<file path="src/rtl/gat_sched_pkg.sv">
//==============================================================================
// Module  : gat_sched_pkg
// Brief   : Shared types and constants for the GAT layer scheduler.
// Revision: 1.0 - initial release
//==============================================================================
`default_nettype none

package gat_sched_pkg;

    // Scheduler sequence: three load segments, launch, wait, then drain
    typedef enum logic [3:0] {
        S_IDLE,
        S_LD_H,
        S_LD_NODE,
        S_LD_WGT,
        S_LAUNCH,
        S_RUN,
        S_RD_ISSUE,
        S_RD_WAIT,
        S_RD_OUT
    } state_e;

    // Which load BRAM the segment loader is currently writing
    typedef enum logic [1:0] {
        SEG_H,
        SEG_NODE,
        SEG_WGT
    } seg_e;

    // BRAM ports are byte addressed with 32-bit words
    localparam int BYTE_SHIFT = 2;

    // True when a segment of len_words words cannot fit below 2^addr_w bytes
    function automatic logic len_overflows(input logic [63:0] len_words, input int addr_w);
        return (len_words << BYTE_SHIFT) > (64'd1 << addr_w);
    endfunction

endpackage

`default_nettype wire

</file>
<file path="src/rtl/gat_sched_seg_loader.sv">
//==============================================================================
// Module  : gat_sched_seg_loader
// Brief   : Streams host words into one of three load BRAMs, selected by
//           segment, and keeps the per-segment load-done flags.
// Revision: 1.0 - initial release
//==============================================================================
`default_nettype none

module gat_sched_seg_loader
    import gat_sched_pkg::*;
#(
    parameter int TOP_WIDTH = 32,
    parameter int LEN_W     = 20,
    parameter int ADDR_W    = 22
) (
    input  logic                 clk,
    input  logic                 rst_n,
    input  logic                 clear_i,
    input  logic                 active_i,
    input  seg_e                 seg_i,
    input  logic [LEN_W-1:0]     len_i,
    input  logic [TOP_WIDTH-1:0] s_data_i,
    input  logic                 s_valid_i,
    output logic                 s_ready_o,
    output logic [TOP_WIDTH-1:0] bram_din_o,
    output logic                 h_data_ena_o,
    output logic                 h_node_ena_o,
    output logic                 wgt_ena_o,
    output logic                 bram_wea_o,
    output logic [ADDR_W-1:0]    bram_addra_o,
    output logic                 h_data_done_o,
    output logic                 h_node_done_o,
    output logic                 wgt_done_o,
    output logic                 seg_last_o
);

    logic [LEN_W-1:0] idx_q;
    logic             w_beat;
    logic             w_last_idx;

    // A zero-length segment never accepts words so no beat is swallowed
    assign s_ready_o  = active_i && (len_i != '0);
    assign w_beat     = s_valid_i && s_ready_o;
    assign w_last_idx = (idx_q == len_i - LEN_W'(1));
    assign seg_last_o = active_i && ((len_i == '0) || (w_beat && w_last_idx));

    // Register one write per accepted beat and track segment completion
    always_ff @(posedge clk or negedge rst_n) begin
        if (!rst_n) begin
            idx_q         <= '0;
            bram_din_o    <= '0;
            bram_addra_o  <= '0;
            bram_wea_o    <= 1'b0;
            h_data_ena_o  <= 1'b0;
            h_node_ena_o  <= 1'b0;
            wgt_ena_o     <= 1'b0;
            h_data_done_o <= 1'b0;
            h_node_done_o <= 1'b0;
            wgt_done_o    <= 1'b0;
        end else begin
            bram_wea_o   <= 1'b0;
            h_data_ena_o <= 1'b0;
            h_node_ena_o <= 1'b0;
            wgt_ena_o    <= 1'b0;
            if (w_beat) begin
                bram_wea_o   <= 1'b1;
                bram_din_o   <= s_data_i;
                bram_addra_o <= ADDR_W'({idx_q, {BYTE_SHIFT{1'b0}}});
                idx_q        <= w_last_idx ? '0 : idx_q + LEN_W'(1);
                case (seg_i)
                    SEG_H:    h_data_ena_o <= 1'b1;
                    SEG_NODE: h_node_ena_o <= 1'b1;
                    default:  wgt_ena_o    <= 1'b1;
                endcase
            end
            if (clear_i) begin
                idx_q         <= '0;
                h_data_done_o <= 1'b0;
                h_node_done_o <= 1'b0;
                wgt_done_o    <= 1'b0;
            end else if (seg_last_o) begin
                case (seg_i)
                    SEG_H:    h_data_done_o <= 1'b1;
                    SEG_NODE: h_node_done_o <= 1'b1;
                    default:  wgt_done_o    <= 1'b1;
                endcase
            end
        end
    end

endmodule

`default_nettype wire

</file>
<file path="src/rtl/gat_layer_scheduler.sv">
//==============================================================================
// Module  : gat_layer_scheduler
// Brief   : Sequences one GAT layer run: load H/node/weight BRAMs from the
//           input stream, launch the core, wait for ready, drain features.
//           Optional RUN watchdog enabled by macro GAT_SCHED_TIMEOUT_EN.
// Revision: 1.0 - initial release
//==============================================================================
`default_nettype none

module gat_layer_scheduler
    import gat_sched_pkg::*;
#(
    parameter int TOP_WIDTH = 32,
    parameter int LEN_W     = 20,
    parameter int ADDR_W    = 22,
    parameter int RD_LAT    = 2,
    parameter int TIMEOUT_W = 24
) (
    input  logic                 clk,
    input  logic                 rst_n,
    input  logic                 start,
    input  logic [LEN_W-1:0]     cfg_h_len,
    input  logic [LEN_W-1:0]     cfg_node_len,
    input  logic [LEN_W-1:0]     cfg_wgt_len,
    input  logic [LEN_W-1:0]     cfg_feat_len,
    input  logic [TOP_WIDTH-1:0] s_data,
    input  logic                 s_valid,
    output logic                 s_ready,
    output logic [TOP_WIDTH-1:0] bram_din,
    output logic                 h_data_ena,
    output logic                 h_node_ena,
    output logic                 wgt_ena,
    output logic                 bram_wea,
    output logic [ADDR_W-1:0]    bram_addra,
    output logic                 h_data_load_done,
    output logic                 h_node_load_done,
    output logic                 wgt_load_done,
    output logic                 gat_layer,
    input  logic                 gat_ready,
    output logic [ADDR_W-1:0]    feat_addrb,
    input  logic [TOP_WIDTH-1:0] feat_dout,
    output logic [TOP_WIDTH-1:0] m_data,
    output logic                 m_valid,
    input  logic                 m_ready,
    output logic                 busy,
    output logic                 done,
    output logic                 err
);

    localparam int WAIT_W = (RD_LAT > 1) ? $clog2(RD_LAT) : 1;

    if (RD_LAT < 1 || TIMEOUT_W < 1) begin : g_param_check
        $error("gat_layer_scheduler: RD_LAT and TIMEOUT_W must be at least 1");
    end

    state_e               state_q;
    logic [LEN_W-1:0]     h_len_q, node_len_q, wgt_len_q, feat_len_q, feat_idx_q;
    logic [WAIT_W-1:0]    wait_q;
    logic                 gat_ready_q, gat_layer_q, done_q, err_q, m_valid_q;
    logic [TOP_WIDTH-1:0] m_data_q;
    logic [ADDR_W-1:0]    feat_addrb_q;
`ifdef GAT_SCHED_TIMEOUT_EN
    logic [TIMEOUT_W-1:0] to_cnt_q;
`endif

    seg_e             w_seg;
    logic [LEN_W-1:0] w_len;
    logic             w_active, w_seg_last, w_start_acc, w_len_ovf;
    logic             w_ready_rise, w_feat_last;
    logic [LEN_W-1:0] w_feat_next;

    assign w_start_acc  = (state_q == S_IDLE) && start;
    assign w_len_ovf    = len_overflows(64'(cfg_h_len), ADDR_W)
                        | len_overflows(64'(cfg_node_len), ADDR_W)
                        | len_overflows(64'(cfg_wgt_len), ADDR_W)
                        | len_overflows(64'(cfg_feat_len), ADDR_W);
    assign w_ready_rise = gat_ready && !gat_ready_q;
    assign w_feat_last  = (feat_idx_q == feat_len_q - LEN_W'(1));
    assign w_feat_next  = feat_idx_q + LEN_W'(1);

    // Route the latched length of the current load state to the loader
    always_comb begin
        w_seg    = SEG_H;
        w_len    = h_len_q;
        w_active = 1'b0;
        case (state_q)
            S_LD_H:    w_active = 1'b1;
            S_LD_NODE: begin w_seg = SEG_NODE; w_len = node_len_q; w_active = 1'b1; end
            S_LD_WGT:  begin w_seg = SEG_WGT;  w_len = wgt_len_q;  w_active = 1'b1; end
            default:   ;
        endcase
    end

    gat_sched_seg_loader #(
        .TOP_WIDTH (TOP_WIDTH),
        .LEN_W     (LEN_W),
        .ADDR_W    (ADDR_W)
    ) u_loader (
        .clk           (clk),
        .rst_n         (rst_n),
        .clear_i       (w_start_acc),
        .active_i      (w_active),
        .seg_i         (w_seg),
        .len_i         (w_len),
        .s_data_i      (s_data),
        .s_valid_i     (s_valid),
        .s_ready_o     (s_ready),
        .bram_din_o    (bram_din),
        .h_data_ena_o  (h_data_ena),
        .h_node_ena_o  (h_node_ena),
        .wgt_ena_o     (wgt_ena),
        .bram_wea_o    (bram_wea),
        .bram_addra_o  (bram_addra),
        .h_data_done_o (h_data_load_done),
        .h_node_done_o (h_node_load_done),
        .wgt_done_o    (wgt_load_done),
        .seg_last_o    (w_seg_last)
    );

    // Main sequencer with registered launch, drain and status outputs
    always_ff @(posedge clk or negedge rst_n) begin
        if (!rst_n) begin
            state_q      <= S_IDLE;
            h_len_q      <= '0;
            node_len_q   <= '0;
            wgt_len_q    <= '0;
            feat_len_q   <= '0;
            feat_idx_q   <= '0;
            wait_q       <= '0;
            gat_ready_q  <= 1'b0;
            gat_layer_q  <= 1'b0;
            done_q       <= 1'b0;
            err_q        <= 1'b0;
            m_valid_q    <= 1'b0;
            m_data_q     <= '0;
            feat_addrb_q <= '0;
`ifdef GAT_SCHED_TIMEOUT_EN
            to_cnt_q     <= '0;
`endif
        end else begin
            gat_ready_q <= gat_ready;
            gat_layer_q <= 1'b0;
            done_q      <= 1'b0;
            case (state_q)
                S_IDLE: begin
                    if (start) begin
                        h_len_q    <= cfg_h_len;
                        node_len_q <= cfg_node_len;
                        wgt_len_q  <= cfg_wgt_len;
                        feat_len_q <= cfg_feat_len;
                        err_q      <= w_len_ovf;
                        state_q    <= S_LD_H;
                    end
                end
                S_LD_H:    if (w_seg_last) state_q <= S_LD_NODE;
                S_LD_NODE: if (w_seg_last) state_q <= S_LD_WGT;
                S_LD_WGT: begin
                    if (w_seg_last) begin
                        gat_layer_q <= 1'b1;
                        state_q     <= S_LAUNCH;
                    end
                end
                S_LAUNCH: begin
`ifdef GAT_SCHED_TIMEOUT_EN
                    to_cnt_q <= '0;
`endif
                    state_q  <= S_RUN;
                end
                S_RUN: begin
                    if (w_ready_rise) begin
                        if (feat_len_q == '0) begin
                            done_q  <= 1'b1;
                            state_q <= S_IDLE;
                        end else begin
                            feat_idx_q   <= '0;
                            feat_addrb_q <= '0;
                            state_q      <= S_RD_ISSUE;
                        end
                    end
`ifdef GAT_SCHED_TIMEOUT_EN
                    else if (&(to_cnt_q + TIMEOUT_W'(1))) begin
                        err_q   <= 1'b1;
                        done_q  <= 1'b1;
                        state_q <= S_IDLE;
                    end else begin
                        to_cnt_q <= to_cnt_q + TIMEOUT_W'(1);
                    end
`endif
                end
                S_RD_ISSUE: begin
                    wait_q  <= '0;
                    state_q <= S_RD_WAIT;
                end
                S_RD_WAIT: begin
                    if (wait_q == WAIT_W'(RD_LAT - 1)) begin
                        m_data_q  <= feat_dout;
                        m_valid_q <= 1'b1;
                        state_q   <= S_RD_OUT;
                    end else begin
                        wait_q <= wait_q + WAIT_W'(1);
                    end
                end
                S_RD_OUT: begin
                    if (m_ready) begin
                        m_valid_q <= 1'b0;
                        if (w_feat_last) begin
                            done_q  <= 1'b1;
                            state_q <= S_IDLE;
                        end else begin
                            feat_idx_q   <= w_feat_next;
                            feat_addrb_q <= ADDR_W'({w_feat_next, {BYTE_SHIFT{1'b0}}});
                            state_q      <= S_RD_ISSUE;
                        end
                    end
                end
                default: state_q <= S_IDLE;
            endcase
        end
    end

    assign gat_layer  = gat_layer_q;
    assign done       = done_q;
    assign err        = err_q;
    assign m_valid    = m_valid_q;
    assign m_data     = m_data_q;
    assign feat_addrb = feat_addrb_q;
    assign busy       = (state_q != S_IDLE);

endmodule

`default_nettype wire
</file>
<file path="config.mk">
export PLATFORM = sky130hd
export DESIGN_NAME = gat_layer_scheduler
export DESIGN_NICKNAME = d
export VERILOG_FILES = /design/src/rtl/gat_sched_pkg.sv /design/src/rtl/gat_sched_seg_loader.sv /design/src/rtl/gat_layer_scheduler.sv
export SDC_FILE = /design/constraint.sdc
export NUM_CORES = 1
export LEC_CHECK = 0
export CORE_ASPECT_RATIO = 1.2
export CORE_MARGIN = 4
export CORE_UTILIZATION = 52
export CTS_BUF_LIST = sky130_fd_sc_hd__clkbuf_4
export DETAILED_ROUTE_END_ITERATION = 8
export GPL_ROUTABILITY_DRIVEN = 0
export PLACE_DENSITY = 0.83
export SLEW_MARGIN = 20
export SYNTH_ARGS = -nofsm -noshare
export SYNTH_HDL_FRONTEND = slang
export SYNTH_SLANG_ARGS = --single-unit
</file>
<file path="constraint.sdc">
create_clock -name clk -period 4.9 [get_ports clk]
set_clock_uncertainty 0.05 [all_clocks]
set_input_delay 1.225 -clock clk [delete_from_list [all_inputs] [get_ports clk]]
set_output_delay 1.225 -clock clk [all_outputs]
set_load 0.02 [all_outputs]
</file>
; Yosys cells after proc, flatten, opt, wreduce, memory -nomap -nowiden
; Cells that the tools add are included.
[word_totals]
reg_bits = 243
latch_bits = 0
mem_bits_rw = 0
romBits = 0
in_bits = 150
output_inout_bits = 121
wordCells = 142
memories = 0
[classes]
add_sub_neg = 5
n_mul = 0
n_div = 0
magnitude_cmp = 4
eq_ne = 21
n_shift = 0
n_mux = 54
bitwise = 3
n_reduce_logical = 31
[op_table]
columns = cell, n
row1 = 20-bit 2-to-1 mux, 7
row2 = 22-bit by 23-bit greater-than comparator with 1-bit output (second input constant), 4
row3 = 22-bit 2-to-1 mux, 4
row4 = 20-bit one-hot mux with 2 select lines, 2
row5 = 22-bit one-hot mux with 2 select lines, 1
row6 = 20-bit by 1-bit adder with 20-bit output (second input constant), 2
row7 = 20-bit equality test, 2
row8 = 20-bit zero test, 2
row9 = 20-bit by 1-bit subtractor with 20-bit output (second input constant), 2
row10 = 4-bit one-hot mux with 9 select lines, 1
row11 = 4-bit 2-to-1 mux, 7
row12 = 1-bit 2-to-1 mux, 26
row13 = 20-bit nonzero test, 1
row14 = 4-bit by 3-bit equality test with 1-bit output (second input constant), 4
row15 = 2-bit nonzero test, 7
row16 = 2-bit != test (second input constant), 6
row17 = 2-bit AND reduction, 5
row18 = 4-bit by 2-bit equality test with 1-bit output (second input constant), 2
row19 = 2-bit by 1-bit != test with 1-bit output (second input constant), 4
row20 = 7-bit AND reduction, 1
row21 = 1-bit logical AND, 6
row22 = 3-bit 2-to-1 mux, 2
row23 = 1-bit one-hot mux with 2 select lines, 3
row24 = 5-bit AND reduction, 1
row25 = 14 further kinds, 16

; Logic depth before layout (Yosys ltp)
; Gate-level depths: netlist of run 1.
[logic_depth]
ltp_word = 10
ltp_mapped = 18
ltp_nobuf = 13

; By module
; A second synthesis of run 1 with hierarchy kept.
[unflattened]
hier_cells = 1281
area_unflattened_um2 = 11244.5
[modules_own_cells]
columns = mod, n_inst, cells_per_inst, area_per_inst_um2, seq_area_each_um2
row1 = gat_layer_scheduler, 1, 791, 7086.8, 3528.4
row2 = gat_sched_seg_loader, 1, 490, 4157.7, 1976.9

; Least setup slack after synthesis of run 1
; Ideal clock, no wire load.
[synth_timing]
kind = register to output
startpoint = reg state_q[2]
endpoint = out s_ready
arrival_time_ps = 2818
t_required_ps = 3625
setup_slack_ps = 807
path_stages_with_launch = 12
n_path_buf = 3
path_cell_list = dfrtp_1 > nor3b_4 > buf_2 > buf_2 > buf_2 > o21ai_0 > ha_1 > nand4_1 > a21oi_1 > o211ai_1 > nor3_1 > nor4_2
[synth_between]
elab_chain_len = 4
elab_cells_between_ends = 8
cone_classes = eq/ne: 3 / mux: 2 / reduce/logical: 3
[synth_lines]
columns = element, line
row1 = start: declaration, gat_layer_scheduler.sv:56  ; state_e state_q;
row2 = start signal: assignment, gat_layer_scheduler.sv:123  ; state_q <= S_IDLE;
row3 = start signal: assignment, gat_layer_scheduler.sv:152  ; state_q <= S_LD_H;
row4 = start signal: assignment, gat_layer_scheduler.sv:155  ; S_LD_H: if (w_seg_last) state_q <= S_LD_NODE;
row5 = 4-bit by 2-bit equality test with 1-bit output or 4-bit by 1-bit equality test with 1-bit output (tied branches), gat_layer_scheduler.sv:86  ; case (state_q)
row6 = 20-bit one-hot mux with 2 select lines or 3-bit OR reduction (tied branches), -
row7 = 20-bit nonzero test or 1-bit 2-to-1 mux (tied branches), "gat_sched_seg_loader.sv:42, gat_layer_scheduler.sv:86"
row8 = 1-bit logical AND (*), gat_sched_seg_loader.sv:42  ; assign s_ready_o = active_i && (len_i != '0);
row9 = end: declaration, gat_layer_scheduler.sv:28  ; output logic s_ready,
; Every way passes the cells marked *; elsewhere a longest branch is shown, timed or not.

; Worst setup path after layout of run 1
; Ends and elaborated chain as after synthesis.

==> run summary, run 1 <==
final hold violation count: 0
via count: 9382
Synth area leader: dfrtp_1
max cap viols: 0
filler instances: 1593
CP Capture Type: output port
post-synth cell types: 72
register area: 5507 um^2
Non-Filler Instances: 1671
crit-path max FO: 8
Rel. slew slack: 43.58%
die footprint: 24130 um^2
Syn Std Cell Area: 11290 um^2
placed insts: 1584
Die Height: 169.4 um
Period minus WS final: 4.606 ns
Max VDD drop: 0.0003872 V
status: completed
Final Net Count: 1526
postcts setup bufs: 0
yosys warns: 0
CTS Buffer Depth: 3
Area contributors post-synth: dfrtp_1 (49%), mux2_2 (14%), nand2_1 (5.3%)
cell count after synthesis: 1086
Slew Limit Fails: 0
overall routed net length: 30.17 mm
RSZ-0062 raised after global routing: no
Net Switching: 3.422 mW
Async S/R FF share, synth: 100.0%
Sw Share: 39.87%
Comb pwr share: 48.2%
pwr/cell area: 578.6 nW/um^2
first-pass GRT wire length: 47.91 mm
Post-synth top flop: dfrtp_1
Via-to-Cell Ratio: 5.615
cell-internal power: 5.161 mW
FP Rows: 58
vias in the first global route: 9596
Synth Area in Compound Gates: 9.357%
reg2reg setup slack: 0.62 ns
post-DP HPWL: 22.23 mm
Post-Synth XOR/XNOR Area: 4.656%
# DRC: 0
H-tree depth: 2
total core area: 21190 um^2
Multi-input gate area: 5502 um^2
period utilization: 94.00%
share of the synthesized area in the top cell type: 48.78%
post-synthesis sequential area ratio: 48.78%
reg2reg start: state_q[2]
Reg-to-Reg End: u_loader.idx_q[12]
CP arrival: 3.33 ns
worst hold start: u_loader.bram_din_o[3]
main combinational cell family by area after synthesis: simple AND/OR/NAND/NOR gates
CP Launch Type: flip-flop
Flop pwr share: 35.7%
number of DRC markers in iteration 0: 522
Worst Hold Path EP: u_loader.bram_din_o[3]
Tot Pwr: 8.583 mW
share of post-route cells with drive strength above 1: 19.01%
DR pass1 iterations: 7
grt ovf: 0
# setup viols final: 0
Final ANT Viol Nets: 0
Root Buffer: clkbuf_4
EDFF count, synth: 0
Worst Reg2Reg Path Length in Cells: 13
largest net degree at the start of global routing: 118
Worst Tran Pin Value: 0.8463 ns
Post-Synth Adder-Cell Area: 0.5543%
worst skew pair latency: 0.66 ns
Avg Inst Size Synth: 10.39 um^2
FMAX: 0.2171 GHz
TritonCTS Buffers: 55
crit path kind: reg2out
GRT Total Usage: 24.47%
# port buffers: 265
initial antenna violation count: 1
Die X: 142.5 um
Hold Path Cell Cnt: 2
Seq cells post-synth: 220
area share of and/or/nand/nor cells after synthesis: 17.58%
Worst Path Required: 3.62 ns
worst hold slack: 0.4248 ns
Setup TNS Final: 0 ns
Area growth, synth to finish: 31.44%
mux contribution to synthesized area: 16.11%
hold crit path type: reg2reg
wire length per cell: 18.06 um
leak pwr: 6.410 nW
Clock transition at path regs: 0.06 ns
clock sink total: 220
CTS tree: built
clock network power share: 16.1%
io pins: 271
Initial Utilization: 53.26%
## layer usage
layer | part of all wire (%) | GRT usage, % | wire length [um] | up-vias
li1 | - | - | - | 4458
met1 | 38 | 28.94 | 11340 | 4527
met2 | 52 | 41.97 | 15550 | 316
met3 | 7.2 | 6.736 | 2163 | 81
met4 | 3.7 | 10.09 | 1116 | 0
met5 | 0 | 0 | 0 | -
## cell type report
| class | instances | area share, % |
|---|---|---|
| inverters | 11 | 0.2783 |
| multi-input cells | 795 | 37.09 |
| clock inverters | 11 | 0.3289 |
| flip-flops and latches | 220 | 37.12 |
| clock buffers | 74 | 3.745 |
| well taps | 270 | 2.277 |
| diodes | 2 | 0.03374 |
| repair buffers | 288 | 19.13 |
## cell usage in the layout, fill, tap and decap left out, types with 16 or more instances in the layout
| cell | netlist | final |
|---|---|---|
| clkdlybuf4s50_1 | 0 | 263 |
| dfrtp_1 | 220 | 219 |
| nand2_1 | 158 | 157 |
| mux2_2 | 141 | 141 |
| clkbuf_4 | 0 | 74 |
| o21ai_0 | 64 | 64 |
| nor2_1 | 58 | 58 |
| xnor2_1 | 34 | 34 |
| nor3_1 | 30 | 28 |
| a21oi_1 | 28 | 27 |
| nand3_1 | 28 | 27 |
| xor2_1 | 26 | 26 |
| mux2i_1 | 23 | 23 |
| buf_4 | 6 | 22 |
| and3_1 | 21 | 21 |
| nand4_1 | 17 | 17 |
| or3_1 | 16 | 16 |
## worst max-delay path by stage
stage,slack [ns],end,cells after the start,from
finish,0.29,s_ready,10,state_q[2]
global route,0.08,s_ready,12,state_q[2]
CTS,0.10,s_ready,10,state_q[2]
detailed placement,0.43,s_ready,10,state_q[2]
global placement,0.56,s_ready,10,state_q[2]
floorplan,0.81,s_ready,11,state_q[2]
## synth_stat cells, types with 15 or more instances
master,n
nor3_1,30
mux2_2,141
nand2_1,158
buf_2,15
clkbuf_1,41
or3_1,16
o21ai_0,64
xor2_1,26
nand3_1,28
a21oi_1,28
and3_1,21
mux2i_1,23
dfrtp_1,220
nand4_1,17
nor2_1,58
xnor2_1,34
## flip-flops by register name (all words and copies together), names as in the netlist, 4 cells and up
| register | cells |
|---|---|
| wgt_len_q | 20 |
| h_len_q | 20 |
| node_len_q | 20 |
| state_q | 4 |
| u_loader.bram_addra_o | 20 |
| u_loader.bram_din_o | 32 |
| feat_addrb | 20 |
| feat_len_q | 20 |
| u_loader.idx_q | 20 |
| m_data | 32 |
## metrics by stage
| step | setup WS, ns | util [%] | instance area [um^2] |
|---|---|---|---|
| 5_1_grt | 0.08228 | 70.00 | 14830 |
| 6_report | 0.2941 | 70.00 | 14830 |
| 3_3_place_gp | 0.5639 | 67.08 | 14210 |
| 2_1_floorplan | 0.8070 | - | 11300 |
| 3_5_place_dp | 0.4286 | 67.08 | 14210 |
| 4_1_cts | 0.1011 | 69.96 | 14830 |
## cells by family (layout without fill, tap and decap cells)
group,after synthesis,in the layout
buffers and inverters,75,384
and+or+nand+nor,398,398
other,1,7
xor gates and xnor gates,60,60
AOI/OAI and AO/OA,163,163
muxes,164,164
DFF,220,220
adders and majority gates,5,5
## power by group through the flow
stage | registers (mW) | clock network [mW] | logic [mW]
6_report | 3.06 | 1.38 | 4.14
5_1_grt | 3.16 | 1.53 | 4.49
4_1_cts | 3.05 | 1.44 | 4.15
3_5_place_dp | 3.07 | 0 | 4.13
3_3_place_gp | 3.04 | 0 | 4.05
2_1_floorplan | 3.26 | 0 | 2.48
## timing repair
item	in CTS	in global routing
hold buffers	0	0
endpoints found under the setup margin	1	1
resized for setup	3	3
## worst max-delay path, cell delays in order (launching register included)
cell      delay (ns)
dfrtp_1         0.37
or3b_1          0.52
a21oi_1         0.28
ha_1            0.31
nand2b_1        0.12
nor3_1          0.27
o211ai_1        0.14
buf_4           0.18
nor3_2          0.18
nor4_2          0.07
clkbuf_2        0.21
Power figures use the tool's default switching activity.
==> run 2, diff against run 1 <==
--- a/config.mk
+++ b/config.mk
@@ -7,11 +7,11 @@
 export LEC_CHECK = 0
 export CORE_ASPECT_RATIO = 1.2
 export CORE_MARGIN = 4
-export CORE_UTILIZATION = 52
+export CORE_UTILIZATION = 50
 export CTS_BUF_LIST = sky130_fd_sc_hd__clkbuf_4
 export DETAILED_ROUTE_END_ITERATION = 8
 export GPL_ROUTABILITY_DRIVEN = 0
-export PLACE_DENSITY = 0.83
+export PLACE_DENSITY = 0.8
 export SLEW_MARGIN = 20
 export SYNTH_ARGS = -nofsm -noshare
 export SYNTH_HDL_FRONTEND = slang
==> run 2 against run 1 <==
Effect of this change:
- die area rose by 3.8%
- sequential cell count did not move
- hold slack got worse by 0.0018 ns
- global-route usage fell by 0.41 points
- sequential share of layout area fell by 0.28 points
- wire length rose by 2.3%
- register-to-register slack improved by 0.06 ns
- power rose by 1.9%
- first-iteration DRC count rose by 6.9%
- worst setup slack got worse by 0.055 ns
- largest cell class is now multi-input gates
- largest power group unchanged
==> run summary, run 2 (same netlist as run 1, synthesis figures left out) <==
status: completed
number of DRC markers in iteration 0: 558
CTS Buffer Depth: 3
Die X: 145.2 um
GRT Total Usage: 24.06%
Initial Utilization: 51.48%
wire length per cell: 18.30 um
initial antenna violation count: 1
FMAX: 0.2145 GHz
share of post-route cells with drive strength above 1: 19.14%
Period minus WS final: 4.661 ns
grt ovf: 0
Placement Setup Slack: 0.3377 ns
final hold violation count: 0
Placement Cell Area: 14200 um^2
Worst Reg2Reg Path Length in Cells: 11
H-tree depth: 2
Die Height: 172.6 um
Final Net Count: 1525
vias in the first global route: 9567
filler instances: 1682
pwr/cell area: 584.9 nW/um^2
crit path kind: reg2out
worst skew pair latency: 0.67 ns
post-DP HPWL: 22.42 mm
CP Capture Type: output port
total core area: 21920 um^2
Area growth, synth to finish: 32.45%
Slew Limit Fails: 0
FP Rows: 59
first-pass GRT wire length: 49.58 mm
DR pass1 iterations: 5
hold crit path type: in2async
die footprint: 25050 um^2
# DRC: 0
overall routed net length: 30.85 mm
Root Buffer: clkbuf_4
Rel. slew slack: 50.47%
TritonCTS Buffers: 56
Worst Path Required: 3.62 ns
Via-to-Cell Ratio: 5.568
Worst Tran Pin Value: 0.7429 ns
Max VDD drop: 0.0004749 V
clock sink total: 220
CP Launch Type: flip-flop
CTS Hold Bufs: 0
max cap viols: 0
io pins: 271
reg2reg setup slack: 0.68 ns
# setup viols final: 0
period utilization: 95.13%
leak pwr: 6.464 nW
# port buffers: 265
CP arrival: 3.39 ns
Worst Slack Setup Final: 0.2387 ns
Final Cell Area: 14950 um^2
Clock transition at path regs: 0.07 ns
Final ANT Viol Nets: 0
reg2reg start: state_q[2]
crit-path max FO: 10
Reg-to-Reg End: u_loader.idx_q[3]
largest net degree at the start of global routing: 134
most frequent cells in the layout: clkdlybuf4s50_1 (263), dfrtp_1 (219), nand2_1 (157)
commonest non-fill, non-tap cell in the layout: clkdlybuf4s50_1
via count: 9388
CTS tree: built
Tot Pwr: 8.743 mW
## run 2: cell count changes in the layout (fill, tap and decap cells not counted), sizes merged
cell,before,now
buf,24,22
clkinv,12,20
diode,2,1
bufinv,0,1
clkinvlp,1,0
clkbuf,75,80
inv,9,10
## run 2: per-layer routing
| metal | GRT usage (%) | vias up | part of all wire [%] |
|---|---|---|---|
| met4 | 8.709 | 0 | 3.0 |
| li1 | - | 4465 | - |
| met3 | 6.047 | 64 | 6.3 |
| met2 | 42.85 | 332 | 52 |
| met1 | 28.20 | 4527 | 39 |
| met5 | 0 | - | 0 |
## run 2: power breakdown
group	switching [mW]	internal (mW)	total [mW]
Sequential	0.594	2.48	3.07
Clock	0.740	0.793	1.53
Combinational	2.15	1.99	4.14
## run 2: critical path, stage by stage (launching register included)
cell and delay [ns]:
dfrtp_1 0.38, or3b_1 0.55, nor2_1 0.19, a21oi_2 0.06, ha_1 0.29, nand2b_1 0.18
nor3_4 0.08, o211ai_1 0.18, buf_4 0.18, nor3_2 0.06, nor4_2 0.28, clkbuf_2 0.28
## run 2: cell type report
class / count / area, um^2 / area share (%)
repair buffers: 286 / 2843 / 19.02
clock buffers: 79 / 593.1 / 3.968
multi-input cells: 795 / 5517 / 36.90
flip-flops and latches: 220 / 5507 / 36.84
diodes: 1 / 2.502 / 0.01674
well taps: 274 / 342.8 / 2.293
inverters: 11 / 41.29 / 0.2762
clock inverters: 20 / 102.6 / 0.6864
## run 2: how the worst max path moves through the flow
stage	to	slack, ns	cells past startpoint	from
6_report	s_ready	0.24	11	state_q[2]
5_1_grt	s_ready	-0.01	11	state_q[2]
4_1_cts	s_ready	0.04	10	state_q[2]
3_5_place_dp	s_ready	0.34	10	state_q[2]
3_3_place_gp	s_ready	0.42	10	state_q[2]
2_1_floorplan	s_ready	0.81	11	state_q[2]
## run 2: through the flow
stage | utilization, % | setup TNS, ns | hold WS (ns) | cells
floorplan | - | 0 | 0.4009 | 1090
global placement | 64.75 | 0 | 0.4084 | 1585
detailed placement | 64.75 | 0 | 0.4129 | 1585
CTS | 67.98 | 0 | 0.4299 | 1684
global route | 68.18 | -0.01282 | 0.4080 | 1686
finish | 68.18 | 0 | 0.4230 | 1686
## run 2: repair_timing
item / 4_1_cts / 5_1_grt
pin swaps: 0 / 0
cloned: 0 / 0
buffers inserted: 0 / 0
setup endpoints to repair: 1 / 1
gates resized for setup: 4 / 5
